### src/rtl/pipe_stall_ctrl.sv
// Pipeline stall/bubble controller: load-use interlock plus a multi-cycle MDU sequencer.
// Optional macro BRANCH_FLUSH_EN squashes the fall-through fetch on taken branches.
module pipe_stall_ctrl #(
  parameter int MUL_LAT = 4,
  parameter int DIV_LAT = 32,
  parameter int CNT_W   = 16
) (
  input  logic             clk,
  input  logic             rst,
  input  logic [4:0]       d_rs,
  input  logic [4:0]       d_rt,
  input  logic             d_use_rs,
  input  logic             d_use_rt,
  input  logic             e_wreg,
  input  logic             e_m2reg,
  input  logic [4:0]       e_GPR,
  input  logic [1:0]       d_pcsource,
  input  logic             d_mdu_start,
  input  logic             d_mdu_div,
  input  logic             d_mdu_read,
  output logic             wpc,
  output logic             wpcir,
  output logic             dbubble,
  output logic             flush_if,
  output logic             mdu_go,
  output logic             mdu_busy,
  output logic             mdu_done,
  output logic [CNT_W-1:0] stall_cnt
);

  localparam int MAX_LAT = (DIV_LAT > MUL_LAT) ? DIV_LAT : MUL_LAT;
  localparam int LW      = $clog2(MAX_LAT) + 1;
  localparam logic [LW-1:0] MUL_LOAD = LW'(MUL_LAT - 1);
  localparam logic [LW-1:0] DIV_LOAD = LW'(DIV_LAT - 1);

  typedef enum logic [1:0] {IDLE, BUSY, DONE} state_t;

  state_t        state, state_next;
  logic [LW-1:0] cnt, cnt_next;
  logic          load_use, mdu_stall, stall;

  // Every hazard term is qualified by rst so outputs read as "run freely" during reset.
  assign load_use  = rst & e_wreg & e_m2reg & (e_GPR != 5'd0) &
                     ((d_use_rs & (e_GPR == d_rs)) | (d_use_rt & (e_GPR == d_rt)));
  assign mdu_stall = rst & (state == BUSY) & (d_mdu_start | d_mdu_read);
  assign stall     = load_use | mdu_stall;

  assign wpc      = ~stall;
  assign wpcir    = ~stall;
  assign dbubble  = stall;
  assign mdu_go   = rst & d_mdu_start & ~load_use & ((state == IDLE) | (state == DONE));
  assign mdu_busy = rst & (state == BUSY);
  assign mdu_done = rst & (state == DONE);

`ifdef BRANCH_FLUSH_EN
  assign flush_if = rst & (d_pcsource != 2'd0) & ~stall;
`else
  logic pcsource_unused;
  assign pcsource_unused = |d_pcsource;
  assign flush_if        = 1'b0;
`endif

  always_ff @(posedge clk) begin
    if (!rst) begin
      state <= IDLE;
      cnt   <= '0;
    end else begin
      state <= state_next;
      cnt   <= cnt_next;
    end
  end

  // DONE lasts one cycle; a start seen in DONE chains straight into the next operation.
  always_comb begin
    state_next = state;
    cnt_next   = cnt;
    case (state)
      IDLE: begin
        if (mdu_go) begin
          state_next = BUSY;
          cnt_next   = d_mdu_div ? DIV_LOAD : MUL_LOAD;
        end
      end
      BUSY: begin
        if (cnt == '0) state_next = DONE;
        else           cnt_next   = cnt - 1'b1;
      end
      DONE: begin
        if (mdu_go) begin
          state_next = BUSY;
          cnt_next   = d_mdu_div ? DIV_LOAD : MUL_LOAD;
        end else begin
          state_next = IDLE;
        end
      end
      default: state_next = IDLE;
    endcase
  end

  always_ff @(posedge clk) begin
    if (!rst)
      stall_cnt <= '0;
    else if (stall && (stall_cnt != '1))
      stall_cnt <= stall_cnt + CNT_W'(1);
  end

endmodule

### config.mk
export PLATFORM = sky130hd
export DESIGN_NAME = pipe_stall_ctrl
export DESIGN_NICKNAME = d
export VERILOG_FILES = /design/src/rtl/pipe_stall_ctrl.sv
export SDC_FILE = /design/constraint.sdc
export NUM_CORES = 1
export LEC_CHECK = 0
export CAP_MARGIN = 20
export CORE_MARGIN = 2
export CORE_UTILIZATION = 40
export DETAILED_ROUTE_END_ITERATION = 6
export HOLD_SLACK_MARGIN = 0.15
export PLACE_DENSITY = 0.82
export SETUP_SLACK_MARGIN = 0.15
export SYNTH_ARGS = -nofsm -noshare
export SYNTH_HDL_FRONTEND = slang
export SYNTH_SLANG_ARGS = --single-unit
### constraint.sdc
create_clock -name clk -period 1.5 [get_ports clk]
set_input_delay 0.15 -clock clk [delete_from_list [all_inputs] [get_ports clk]]
set_output_delay 0.15 -clock clk [all_outputs]
set_load 0.01 [all_outputs]
# Yosys cells after proc, flatten, opt, wreduce, memory -nomap -nowiden
# Cells that the tools add are included.
# word_totals
register_bits,24
latchBits,0
ram_bits,0
rom_bits,0
input_bits,26
mem_count,0
# classes
addsub,2
multipliers,0
div,0
n_lt_le_gt_ge,0
eq_ne,9
n_shift,0
muxes,8
bitwise_logic,18
reduce_logical,8
# ops
op,count
"16-bit by 1-bit adder with 16-bit output, second input constant",1
"16-bit inequality test, second input constant",1
1-bit AND,12
6-bit two-way mux,2
6-bit case mux with 2 select lines,1
5-bit equality test,2
6-bit zero test,1
2-bit case mux with 3 select lines,1
"6-bit by 1-bit subtractor with 6-bit output, second input constant",1
5-bit two-way mux,1
5-bit nonzero test,1
2-bit two-way mux,2
"2-bit by 1-bit inequality test with 1-bit output, second input constant",2
"2-bit inequality test, second input constant",2
1-bit OR,4
3-bit AND reduction,1
"2-bit by 1-bit equality test with 1-bit output, second input constant",1
"2-bit equality test, second input constant",1
2-bit zero test,1
1-bit inverter,2
2-bit AND reduction,1
2-bit nonzero test,1
2-bit OR reduction,1
1-bit logical AND,1
1-bit two-way mux,1

# Logic depth before layout (Yosys ltp)
# Gate-level depths: netlist of the first run.
# logic_depth
depth_word,9
mapped_depth,8

# Least setup slack after synthesis of the first run
# No wires, ideal clock.
# synth_path
path_kind,register to register
from,reg stall_cnt[0]
to,reg stall_cnt[14]
setup_ps,129
arrival_ps,1624
setup_slack_ps,-253
stages_incl_launch_ff,9
n_path_buf,1
synth_period_minus_slack_ps,1753
path_cell_list,dfxtp_1 > ha_1 > nand3_1 > nor4_4 > nor2b_2 > a21oi_2 > buf_6 > nor4_1 > mux2i_1
# synth_via
elab_chain_cells,2
elab_cells_between_ends,3
classes_between,add/sub (1); eq/ne (1); reduce/logical (1)
# synth_rtl
item,line_no,rtl
start: declaration,28,output logic [CNT_W-1:0] stall_cnt
start signal: assignment,104,stall_cnt <= stall_cnt + CNT_W'(1);
branches (longest 2 deep; another with 16-bit by 1-bit adder with 16-bit output),--,
# Parallel ways; which one is timed is not known.
# A chain may end at the register's enable or synchronous reset.

# Worst setup path in the final report of the first run
# layout_path
from,reg stall_cnt[1]
to,reg stall_cnt[3]
# Same word-level chain as after synthesis.

==> results of run 1 <==
worst register-to-register path: cells and delay by family, from the launching register on:
family                   cells  cell delay, ns
AND/OR/NAND/NOR              4            0.54
flip-flops                   1            0.39
buffers and inverters        2            0.32
multiplexers                 1            0.20
AO/OA/AOI/OAI                1            0.19
adder cells (fa/ha/maj)      1            0.15
repair_timing:
action                     CTS  global route
pin swaps                   31            28
resized for setup          124            59
buffers inserted            21             9
gates cloned                 2             0
hold buffers                 0             0
setup endpoints to repair   45            30
power groups by stage:
stage / Combinational (mW) / Sequential [mW] / Clock, mW
global placement: 0.404 / 0.700 / 0
detailed placement: 0.412 / 0.701 / 0
floorplan: 0.220 / 0.703 / 0
global route: 0.708 / 0.699 / 0.520
CTS: 0.503 / 0.687 / 0.478
finish: 0.666 / 0.696 / 0.486
cell families (layout without fill, tap and decap cells):
group / count (synthesis) / in the layout / synth area share
AO/OA/AOI/OAI: 43 / 45 / 0.2156
XOR/XNOR: 11 / 11 / 0.06667
adder cells (fa/ha/maj): 3 / 3 / 0.02598
buffers and inverters: 14 / 121 / 0.04675
flip-flops: 24 / 24 / 0.3325
multiplexers: 3 / 3 / 0.02078
other: 1 / 1 / 0.002595
AND/OR/NAND/NOR: 73 / 73 / 0.2892
per-stage QoR:
step	cell area [um^2]	hold slack [ns]	power, mW	setup WS (ns)
2_1_floorplan	1546	0.2857	0.9226	-0.08077
5_1_grt	2882	0.4021	1.927	-0.4545
3_5_place_dp	2272	0.4818	1.113	-0.6644
6_report	2882	0.4201	1.848	-0.3583
4_1_cts	2609	0.3972	1.668	-0.2393
3_3_place_gp	2272	0.4693	1.104	-0.6123
routing by layer:
metal	up-vias	part of all wire	track usage
met5	-	0	0
met4	0	0.070	0.1303
met3	42	0.048	0.04577
met2	88	0.52	0.5013
met1	908	0.36	0.2829
li1	864	-	-
final cells by class:
class	instances	area, um^2	area share
clock inverters	1	30.03	0.01042
well taps	46	57.56	0.01997
clock buffers	3	22.52	0.007816
multi-input cells	136	1267	0.4399
flip-flops and latches	24	523.0	0.1815
repair buffers	109	950.9	0.3300
inverters	8	30.03	0.01042
cells in the final DEF, fill, tap and decap left out, types with 3 or more instances in the layout:
master	synthesis	final
a21oi_1	15	10
a21oi_2	2	4
a21oi_4	0	4
a31oi_4	1	3
buf_2	0	7
buf_4	2	44
buf_6	1	24
clkbuf_2	0	4
clkbuf_4	0	3
clkdlybuf4s50_1	0	4
dfxtp_1	24	6
dfxtp_2	0	10
dfxtp_4	0	8
dlygate4sd2_1	0	20
inv_1	8	6
mux2i_1	3	3
nand2_1	14	11
nand2_2	0	3
nand3_2	0	4
nand4_1	8	8
nor2_1	12	5
nor2_2	0	3
nor2_4	0	4
nor3_2	0	3
o21ai_0	6	4
o31ai_1	6	4
or3_1	5	5
or4_1	5	3
xnor2_2	0	9
flip-flops by register name, indices dropped and copies added (netlist names):
name       flops
cnt            6
stall_cnt     16
state          2
worst max-delay path by stage:
stage               slack, ns                        end
finish                  -0.36  stall_cnt[3]$_SDFFE_PN0P_
global route            -0.45  stall_cnt[3]$_SDFFE_PN0P_
CTS                     -0.24  stall_cnt[3]$_SDFFE_PN0P_
detailed placement      -0.66                     mdu_go
global placement        -0.61                     mdu_go
floorplan               -0.08  stall_cnt[8]$_SDFFE_PN0P_
==> results.yml, run 1 <==
setup_path:
  r2r-start: "stall_cnt[1]$_SDFFE_PN0P_"
  cp-end-kind: "flip-flop"
  r2r_cells: 9
  reg2reg_to: "stall_cnt[3]$_SDFFE_PN0P_"
  cp_max_fo: 3
  critPathSlowestCell: "dfxtp_2"
  criticalPathCategory: "reg2reg"
  startpoint_type: "flip-flop"
  cp.required_ns: 1.77
  cp_num_buf_inv: 2
  crit_chain: "ha_4, nand3_4, nor4_4, buf_4, nor2_4, buf_6, a21o_4, nand4_1, mux2i_1"
  arrival_ns: 2.13
  r2r_slack_ns: -0.36
  crit_family: "simple AND/OR/NAND/NOR gates"
  worst_path_largest_cell_delay_ns: 0.39
  path_depth: 9
  startpoint: "stall_cnt[1]$_SDFFE_PN0P_"
pwr:
  p_clk_frac: 0.263
  p_sw_frac: 0.3086
  powerDensity_nw_per_um2: 641.4
  p_sw_mw: 0.5704
  p_comb_frac: 0.360
  seqPwrFrac: 0.377
  ir_drop_mv: 0.6654
  leakage_nw: 1.278
  intPower_mw: 1.278
timing:
  tns_ns: -5.577
  hold_viol_final: 0
  rsz0062_at_grt: "yes"
  relSlewSlack: 0.6282
  setup_viol: 24
  layout_min_cycle_time_ns: 1.858
  worstMarginPinSlew_ns: 0.5534
  setup_slack_ns: -0.3583
  post-route-period-util: 1.239
  drv_slew: 0
  max_freq_ghz: 0.5381
  finalClockSkew_ns: 0.005260
logic_synthesis:
  synth_area_per_cell_um2: 8.402
  synth_edf_count: 0
  synth_area_leaders: "dfxtp_1 33%, xnor2_1 6.1%, a21oi_1 5.2%"
  synthArstFlopShare: 0
  yosys.cell_types.count: 46
  yosys_most_used_dff: "dfxtp_1"
  syn_area_um2: 1445
  yosysMostFrequentCell: "dfxtp_1"
  synth_cells: 172
  yosysWarnings: 0
  synth_top_area_share: 0.3325
  synth_seq_area_share: 0.3325
  yosysTopAreaCell: "dfxtp_1"
  synth_fp_nets: 201
  yosys-top-cells-count: "24 x dfxtp_1, 15 x a21oi_1, 14 x nand2_1"
  ys_seq_elements: 24
hold_path:
  hp-class: "in2reg"
  worstHoldStart: "d_mdu_div"
  worstHoldPathCells: 3
  holdPathEnd: "cnt[3]$_SDFFE_PN0P_"
global_routing:
  grt_use_total: 0.2664
  grt_max_degree: 15
  grt_pass1_wl_um: 8487
  globalRouteOverflowTotal: 0
  grt_antenna_before_repair: 0
  grt_pass1_vias: 1803
floorplan:
  die_width_um: 64.11
  dieHeight_um: 64.11
  start_util: 0.4231
  dieArea_um2: 4109
  coreArea_um2: 3416
  ios: 49
  num_rows: 21
route:
  wl_per_cell_um: 19.09
  wl_um: 6242
  antenna_left: 0
  drt_pass1_iterations: 4
  vias: 1902
  via_per_inst: 5.817
  drtIter0Drc: 152
  drc: 0
final_layout:
  area_growth_pct: 99.39
  fill_cells: 181
  drive_above_1_share: 0.5836
  fin_cells: 327
  finish.utilization: 0.8436
  finalNetCount: 311
  n_antenna_cell: 0
clock_tree:
  clk_path_buf_depth: 2
  cts_root_buf: "clkbuf_4"
  h-tree-depth: 1
  cts_sinks: 24
  cts_made_buffers: 3
  clk_pin_slew_ns: 0.14
  clk_latency_ns: 0.33
  cts_tree: "yes"
outcome:
  failed_checks: "negative setup slack"
  status: "finished, violations left"
place:
  dp_hpwl_um: 3020
  dp.cells: 291
  io_buffers: 45
  gp_congestion: 0.8534
job:
  max-cap-violations: 0
(Power assumes the default switching activity.)
==> run 2, diff against run 1 <==
SLEW_MARGIN = 5   (was unset)
==> results of run 2 <==
Same layout as run 1: the final DEF is identical, and so are final timing and power.
==> run 3, diff against run 2 <==
CTS_CLUSTER_SIZE = 28   (was unset)
==> results of run 3 <==
Same layout as run 1: the final DEF is identical, and so are final timing and power.
